`src/rtl/hdmi_pkg.sv`:
```
// Shared display-path definitions: channel width default, RGB record,
// default palette contents and the underflow grey colour.
package hdmi_pkg;

  localparam int unsigned COLOR_W_DEFAULT = 8;

  typedef struct packed {
    logic [7:0] red;
    logic [7:0] green;
    logic [7:0] blue;
  } rgb_t;

  localparam rgb_t UNDERFLOW_GREY = '{red: 8'd127, green: 8'd127, blue: 8'd127};

  // Default palette entry; indices beyond the first eight read as grey.
  function automatic rgb_t default_entry(input int unsigned idx);
    case (idx)
      0:       return '{red: 8'd0,   green: 8'd0,   blue: 8'd0};
      1:       return '{red: 8'd219, green: 8'd32,  blue: 8'd62};
      2:       return '{red: 8'd77,  green: 8'd25,  blue: 8'd27};
      3:       return '{red: 8'd168, green: 8'd176, blue: 8'd67};
      4:       return '{red: 8'd43,  green: 8'd51,  blue: 8'd20};
      5:       return '{red: 8'd255, green: 8'd169, blue: 8'd0};
      6:       return '{red: 8'd71,  green: 8'd40,  blue: 8'd18};
      7:       return '{red: 8'd255, green: 8'd255, blue: 8'd255};
      default: return UNDERFLOW_GREY;
    endcase
  endfunction

endpackage

```
`src/rtl/pixel_word_fifo.sv`:
```
// Two-entry packed-word buffer with push, pop and flush. A push in a flush
// cycle survives the flush; flush has priority over pop.
module pixel_word_fifo #(
  parameter int unsigned WORD_W = 16
) (
  input  logic              clk,
  input  logic              rst,
  input  logic              flush,
  input  logic              push,
  input  logic [WORD_W-1:0] push_data,
  input  logic              pop,
  output logic [WORD_W-1:0] head,
  output logic [1:0]        count
);

  logic [WORD_W-1:0] mem0;
  logic [WORD_W-1:0] mem1;

  assign head = mem0;

  // Storage and occupancy update; mem0 is always the head word.
  always_ff @(posedge clk) begin
    if (rst) begin
      count <= '0;
      mem0  <= '0;
      mem1  <= '0;
    end else if (flush) begin
      count <= push ? 2'd1 : 2'd0;
      if (push) mem0 <= push_data;
    end else begin
      case ({push, pop})
        2'b11: begin
          if (count == 2'd2) begin
            mem0 <= mem1;
            mem1 <= push_data;
          end else begin
            mem0 <= push_data;
          end
        end
        2'b10: begin
          if (count == 2'd0) mem0 <= push_data;
          else               mem1 <= push_data;
          count <= count + 2'd1;
        end
        2'b01: begin
          mem0  <= mem1;
          count <= count - 2'd1;
        end
        default: ;
      endcase
    end
  end

endmodule

```
`src/rtl/palette_pixel_pipe.sv`:
```
// Palette pixel pipeline: unpacks indexed pixels from buffered words and
// maps them through a palette, two cycles from draw_area to colour.
// Build option: define PALETTE_WR_EN for a writable palette; otherwise the
// palette is a constant table and the pal_* ports are ignored.
module palette_pixel_pipe #(
  parameter int unsigned WORD_W  = 16,
  parameter int unsigned BPP     = 4,
  parameter int unsigned COLOR_W = hdmi_pkg::COLOR_W_DEFAULT
) (
  input  logic                 pixclk,
  input  logic                 rst,
  input  logic                 frame_start,
  input  logic                 draw_area,
  input  logic [WORD_W-1:0]    word_data,
  input  logic                 word_valid,
  output logic                 word_ready,
  input  logic                 pal_we,
  input  logic [BPP-1:0]       pal_addr,
  input  logic [3*COLOR_W-1:0] pal_wdata,
  output logic [COLOR_W-1:0]   red,
  output logic [COLOR_W-1:0]   green,
  output logic [COLOR_W-1:0]   blue,
  output logic                 underflow
);
  import hdmi_pkg::*;

  localparam int unsigned PIX         = WORD_W / BPP;
  localparam int unsigned POS_W       = (PIX > 1) ? $clog2(PIX) : 1;
  localparam int unsigned NUM_ENTRIES = 2 ** BPP;

  // Fit an 8-bit constant to COLOR_W: keep the top bits or pad at the LSB.
  function automatic logic [3*COLOR_W-1:0] scale(input rgb_t c);
    logic [COLOR_W+7:0] r, g, b;
    r = {c.red,   {COLOR_W{1'b0}}};
    g = {c.green, {COLOR_W{1'b0}}};
    b = {c.blue,  {COLOR_W{1'b0}}};
    return {r[COLOR_W+7 -: COLOR_W], g[COLOR_W+7 -: COLOR_W], b[COLOR_W+7 -: COLOR_W]};
  endfunction

  logic [WORD_W-1:0]  head;
  logic [1:0]         count;
  logic [POS_W-1:0]   pos;
  logic               have, last, consume, pop, push;
  logic [BPP-1:0]     idx;
  logic               s1_draw, s1_empty;
  logic [BPP-1:0]     s1_idx;
  logic [3*COLOR_W-1:0] pal_rd;

  assign have       = (count != 2'd0);
  assign last       = (pos == POS_W'(PIX - 1));
  assign consume    = draw_area && have;
  assign pop        = consume && last && !frame_start;
  assign word_ready = !rst && ((count < 2'd2) || pop || frame_start);
  assign push       = word_valid && word_ready;

  pixel_word_fifo #(.WORD_W(WORD_W)) u_fifo (
    .clk       (pixclk),
    .rst       (rst),
    .flush     (frame_start),
    .push      (push),
    .push_data (word_data),
    .pop       (pop),
    .head      (head),
    .count     (count)
  );

  // Select the current pixel index from the head word.
  always_comb begin
    idx = '0;
    for (int unsigned i = 0; i < PIX; i++)
      if (pos == POS_W'(i)) idx = head[i*BPP +: BPP];
  end

  // Pixel position within the head word and sticky underflow flag.
  always_ff @(posedge pixclk) begin
    if (rst || frame_start) begin
      pos       <= '0;
      underflow <= 1'b0;
    end else begin
      if (consume) pos <= last ? '0 : pos + POS_W'(1);
      if (draw_area && !have) underflow <= 1'b1;
    end
  end

  // Stage 1: capture visibility, buffer state and index.
  always_ff @(posedge pixclk) begin
    if (rst) begin
      s1_draw  <= 1'b0;
      s1_empty <= 1'b0;
      s1_idx   <= '0;
    end else begin
      s1_draw  <= draw_area;
      s1_empty <= !have;
      s1_idx   <= idx;
    end
  end

`ifdef PALETTE_WR_EN
  logic [3*COLOR_W-1:0] pal [NUM_ENTRIES];

  // Writable palette, reloaded with defaults on reset; reads see old data.
  always_ff @(posedge pixclk) begin
    if (rst) begin
      for (int unsigned i = 0; i < NUM_ENTRIES; i++)
        pal[i[BPP-1:0]] <= scale(default_entry(i));
    end else if (pal_we) begin
      pal[pal_addr] <= pal_wdata;
    end
  end

  assign pal_rd = pal[s1_idx];
`else
  logic pal_unused;
  assign pal_unused = ^{pal_we, pal_addr, pal_wdata};
  assign pal_rd     = scale(default_entry(32'(s1_idx)));
`endif

  // Stage 2: registered colour output.
  always_ff @(posedge pixclk) begin
    if (rst || !s1_draw) begin
      {red, green, blue} <= '0;
    end else if (s1_empty) begin
      {red, green, blue} <= scale(UNDERFLOW_GREY);
    end else begin
      {red, green, blue} <= pal_rd;
    end
  end

endmodule

```
`config.mk`:
```
export PLATFORM = sky130hd
export DESIGN_NAME = palette_pixel_pipe
export DESIGN_NICKNAME = d
export VERILOG_FILES = /design/src/rtl/hdmi_pkg.sv /design/src/rtl/pixel_word_fifo.sv /design/src/rtl/palette_pixel_pipe.sv
export SDC_FILE = /design/constraint.sdc
export NUM_CORES = 1
export LEC_CHECK = 0
export CAP_MARGIN = 15
export CORE_MARGIN = 5
export CORE_UTILIZATION = 28
export DETAILED_ROUTE_END_ITERATION = 16
export GPL_ROUTABILITY_DRIVEN = 1
export HOLD_SLACK_MARGIN = 0.12
export MAX_ROUTING_LAYER = met4
export SYNTH_ARGS = -nofsm -noshare
export SYNTH_HDL_FRONTEND = slang
export SYNTH_SLANG_ARGS = --single-unit
export TNS_END_PERCENT = 50
```
`constraint.sdc`:
```
create_clock -name pixclk -period 7.75 [get_ports pixclk]
set_input_delay 0.775 -clock pixclk [delete_from_list [all_inputs] [get_ports pixclk]]
set_output_delay 0.775 -clock pixclk [all_outputs]
set_load 0.005 [all_outputs]
```
==> metrics.txt <==
# TYPE chip_impl_metric gauge
chip_impl_metric{name="detail_route.first_pass.iterations",unit=""} 5
chip_impl_metric{name="cts_sinks",unit=""} 83
chip_impl_metric{name="chipWidth",unit="µm"} 117
chip_impl_metric{name="grt_pass1_vias",unit=""} 2348
chip_impl_metric{name="seq_power_share",unit=""} 0.473
chip_impl_metric{name="number_of_register_bits_inferred_by_synthesis",unit=""} 83
chip_impl_metric{name="gp_congestion",unit=""} 0.764
chip_impl_metric{name="final.setup.tns",unit="ns"} 0
chip_impl_metric{name="power-per-cell-area",unit="nW/µm²"} 236
chip_impl_metric{name="timing.final.setup_violations",unit=""} 0
chip_impl_metric{name="grt_start_max_net_pins",unit=""} 49
chip_impl_metric{name="synth_sequential_area_ratio",unit=""} 0.515
chip_impl_metric{name="period_minus_slack",unit="ns"} 3.27
chip_impl_metric{name="worstSkewPairLatency",unit="ns"} 0.34
chip_impl_metric{name="yosysTopAreaCellShare",unit=""} 0.515
chip_impl_metric{name="floorplan.die_area",unit="µm²"} 13800
chip_impl_metric{name="placedInstanceArea",unit="µm²"} 3770
chip_impl_metric{name="p_sw",unit="mW"} 0.225
chip_impl_metric{name="synth.lib_cells_used.distinct",unit=""} 35
chip_impl_metric{name="synthesis.area",unit="µm²"} 3230
chip_impl_metric{name="hold_buf_count_cts",unit=""} 0
chip_impl_metric{name="hold_viol_final",unit=""} 0
chip_impl_metric{name="timing.final.max_slew_violations",unit=""} 0
chip_impl_metric{name="die_y",unit="µm"} 117
chip_impl_metric{name="portBuffers",unit=""} 46
chip_impl_metric{name="cts_buffers",unit=""} 9
chip_impl_metric{name="htreeDepth",unit=""} 3
chip_impl_metric{name="power.static_leakage",unit="nW"} 1.64
chip_impl_metric{name="crit_required",unit="ns"} 8.00
chip_impl_metric{name="cell_area_after_layout",unit="µm²"} 4100
chip_impl_metric{name="remaining_drc_errors",unit=""} 0
chip_impl_metric{name="slew-limit-headroom",unit=""} 0.450
chip_impl_metric{name="wire_length_of_the_first_global_routing_pass",unit="µm"} 11100
chip_impl_metric{name="sw_frac_of_total",unit=""} 0.233
chip_impl_info{name="synthTopCellsByArea",value="sky130_fd_sc_hd__dfxtp_1 52%, sky130_fd_sc_hd__mux2i_1 9.6%, sky130_fd_sc_hd__ha_1 5.0%, sky130_fd_sc_hd__o21a_1 4.7%, sky130_fd_sc_hd__a221oi_1 4.3%"} 1
chip_impl_info{name="run_status",value="completed"} 1
chip_impl_metric{name="post-dp-hpwl",unit="µm"} 4300
chip_impl_metric{name="synth-warning-count",unit=""} 0
chip_impl_metric{name="final_layout_size_suffix_gt1_frac",unit=""} 0.0843
chip_impl_metric{name="post_cts_resize_count",unit=""} 0
chip_impl_metric{name="post_synth.cell_area_avg",unit="µm²"} 10.4
chip_impl_info{name="layout_common_cells",value="83 x sky130_fd_sc_hd__dfxtp_1, 46 x sky130_fd_sc_hd__clkdlybuf4s50_1, 37 x sky130_fd_sc_hd__nor2_1"} 1
chip_impl_info{name="synth_top_flop_cell",value="sky130_fd_sc_hd__dfxtp_1"} 1
chip_impl_metric{name="wp_data_arrival",unit="ns"} 3.53
chip_impl_info{name="most_common_cell_after_layout_fill_and_taps_aside",value="sky130_fd_sc_hd__dfxtp_1"} 1
chip_impl_metric{name="starting_density_of_the_core",unit=""} 0.284
chip_impl_metric{name="track_usage",unit=""} 0.101
chip_impl_info{name="clockRootBuffer",value="sky130_fd_sc_hd__clkbuf_16"} 1
chip_impl_metric{name="drtAntennaViolNets",unit=""} 0
chip_impl_metric{name="post_dr_wirelength_cell",unit="µm"} 12.7
chip_impl_info{name="worstSetupEndpointType",value="flop"} 1
chip_impl_metric{name="dr.first_iter.drc_count",unit=""} 93
chip_impl_metric{name="cts_setup_buffers",unit=""} 0
chip_impl_metric{name="route.vias.total",unit=""} 2276
chip_impl_metric{name="comb_power_share",unit=""} 0.083
chip_impl_info{name="tritoncts",value="done"} 1
chip_impl_metric{name="overflow",unit=""} 0
chip_impl_metric{name="cellInternalPower",unit="mW"} 0.742
chip_impl_metric{name="worstPathMaxFanout",unit=""} 13
chip_impl_metric{name="cap_viol_max_count",unit=""} 0
chip_impl_metric{name="core-area",unit="µm²"} 11400
chip_impl_metric{name="tightestPinTransition",unit="ns"} 0.821
chip_impl_info{name="rsz0062_at_grt",value="no"} 1
chip_impl_info{name="hold_path_class",value="flop to flop"} 1
chip_impl_metric{name="ys_async_sr_fraction",unit=""} 0
chip_impl_metric{name="layout-area-overhead-vs-synth",unit="%"} 27.2
chip_impl_metric{name="antenna_cells_inserted",unit=""} 0
chip_impl_metric{name="peakVddDrop",unit="mV"} 0.140
chip_impl_metric{name="fin_skew",unit="ns"} 0.00786
chip_impl_metric{name="nNetsFinal",unit=""} 414
chip_impl_metric{name="max_freq",unit="MHz"} 306
chip_impl_metric{name="grt_antenna_before_repair",unit=""} 0
chip_impl_metric{name="rows",unit=""} 39
chip_impl_info{name="kind_of_critical_path",value="input pin to flop"} 1
chip_impl_metric{name="design.portCount",unit=""} 76
chip_impl_metric{name="synth.net_count",unit=""} 372
chip_impl_info{name="cp_startpoint_kind",value="input pin"} 1
chip_impl_metric{name="synth_enable_flop_cells",unit=""} 0
chip_impl_metric{name="post-route-period-util",unit=""} 0.422
chip_impl_metric{name="finalWirelength",unit="µm"} 6340
chip_impl_metric{name="synthCells",unit=""} 309
chip_impl_metric{name="share_clk_of_total_power",unit=""} 0.444
chip_impl_metric{name="clockBufferDepth",unit=""} 2
chip_impl_info{name="synth.largest_area_cell",value="sky130_fd_sc_hd__dfxtp_1"} 1
chip_impl_metric{name="route.detailed.vias_per_inst",unit=""} 4.56
chip_impl_metric{name="clk_transition_reported_paths",unit="ns"} 0.06
-- kinds of logic (layout without fill, tap and decap cells) --
family | count (synthesis) | count (layout) | synth area share
multiplexers | 31 | 31 | 0.0962
AO/OA/AOI/OAI | 57 | 57 | 0.143
XOR/XNOR | 1 | 1 | 0.00272
adder cells (fa/ha/maj) | 13 | 13 | 0.0504
AND/OR/NAND/NOR | 91 | 91 | 0.140
flip-flops | 83 | 83 | 0.515
buffers and inverters | 33 | 80 | 0.0527
-- worst max-delay path, cell delays in order --
cell and delay [ns]:
sky130_fd_sc_hd__clkdlybuf4s50_1 0.66, sky130_fd_sc_hd__or3_2 0.59, sky130_fd_sc_hd__ha_1 0.34, sky130_fd_sc_hd__nand2b_1 0.15
sky130_fd_sc_hd__a21oi_1 0.39, sky130_fd_sc_hd__buf_4 0.28, sky130_fd_sc_hd__a221oi_1 0.11, sky130_fd_sc_hd__nor3_1 0.22
-- through the flow --
stage	hold WS, ns	setup slack, ns	power [mW]	util	std cells
after floorplan	0.418	4.83	0.515	-	309
after global placement	0.429	3.72	0.546	0.331	480
after detailed placement	0.424	3.61	0.547	0.331	480
after CTS	0.444	3.94	0.980	0.358	496
after global routing	0.451	4.23	1.01	0.361	499
final	0.437	4.48	0.967	0.361	499
-- metal layers --
metal | vias to the layer above | share of wire | track usage
li1 | 1168 | - | -
met1 | 1043 | 0.46 | 0.114
met2 | 55 | 0.46 | 0.154
met3 | 10 | 0.067 | 0.0529
met4 | 0 | 0.012 | 0.0326
met5 | - | 0 | -
-- cell usage after synthesis, types with 2 or more instances --
| cell type | number |
|---|---|
| sky130_fd_sc_hd__o21a_1 | 20 |
| sky130_fd_sc_hd__clkbuf_1 | 8 |
| sky130_fd_sc_hd__mux2i_1 | 31 |
| sky130_fd_sc_hd__nand2b_1 | 4 |
| sky130_fd_sc_hd__and3_1 | 3 |
| sky130_fd_sc_hd__a31oi_1 | 3 |
| sky130_fd_sc_hd__inv_1 | 12 |
| sky130_fd_sc_hd__a221oi_1 | 16 |
| sky130_fd_sc_hd__nand2_1 | 7 |
| sky130_fd_sc_hd__o21ai_0 | 3 |
| sky130_fd_sc_hd__ha_1 | 13 |
| sky130_fd_sc_hd__buf_2 | 4 |
| sky130_fd_sc_hd__or3_2 | 2 |
| sky130_fd_sc_hd__dfxtp_1 | 83 |
| sky130_fd_sc_hd__nand3b_1 | 5 |
| sky130_fd_sc_hd__nor3_1 | 22 |
| sky130_fd_sc_hd__or2_2 | 2 |
| sky130_fd_sc_hd__a221o_1 | 3 |
| sky130_fd_sc_hd__a21oi_1 | 6 |
| sky130_fd_sc_hd__and3b_1 | 3 |
| sky130_fd_sc_hd__nor2b_1 | 4 |
| sky130_fd_sc_hd__nor2_1 | 37 |
| sky130_fd_sc_hd__buf_4 | 6 |
-- final cells by class --
| cell class | count | area (µm²) |
|---|---|---|
| inverters | 12 | 45.0 |
| fillers | 1168 | 7270 |
| well taps | 143 | 179 |
| repair buffers | 52 | 513 |
| clock buffers | 10 | 229 |
| multi-input cells | 193 | 1400 |
| clock inverters | 6 | 73.8 |
| flip-flops and latches | 83 | 1660 |
-- power groups by stage --
stage / clock network, mW / registers (mW) / logic [mW]
6_report: 0.429 / 0.458 / 0.0803
5_1_grt: 0.457 / 0.460 / 0.0901
4_1_cts: 0.442 / 0.458 / 0.0805
3_5_place_dp: 0 / 0.467 / 0.0799
3_3_place_gp: 0 / 0.467 / 0.0792
2_1_floorplan: 0 / 0.464 / 0.0513
-- worst paths after layout --
| kind | startpoint | to | slack [ns] | cells after the start |
|---|---|---|---|---|
| hold reg to reg | flop | red[5] | 0.44 | 1 |
| setup / recovery | frame_start | u_fifo.head[14] | 4.48 | 8 |
| hold / removal | flop | red[5] | 0.44 | 1 |
| setup reg to reg | pos[0] | u_fifo.head[14] | 4.84 | 9 |
Note: power is estimated with default switching activity, not from simulation.
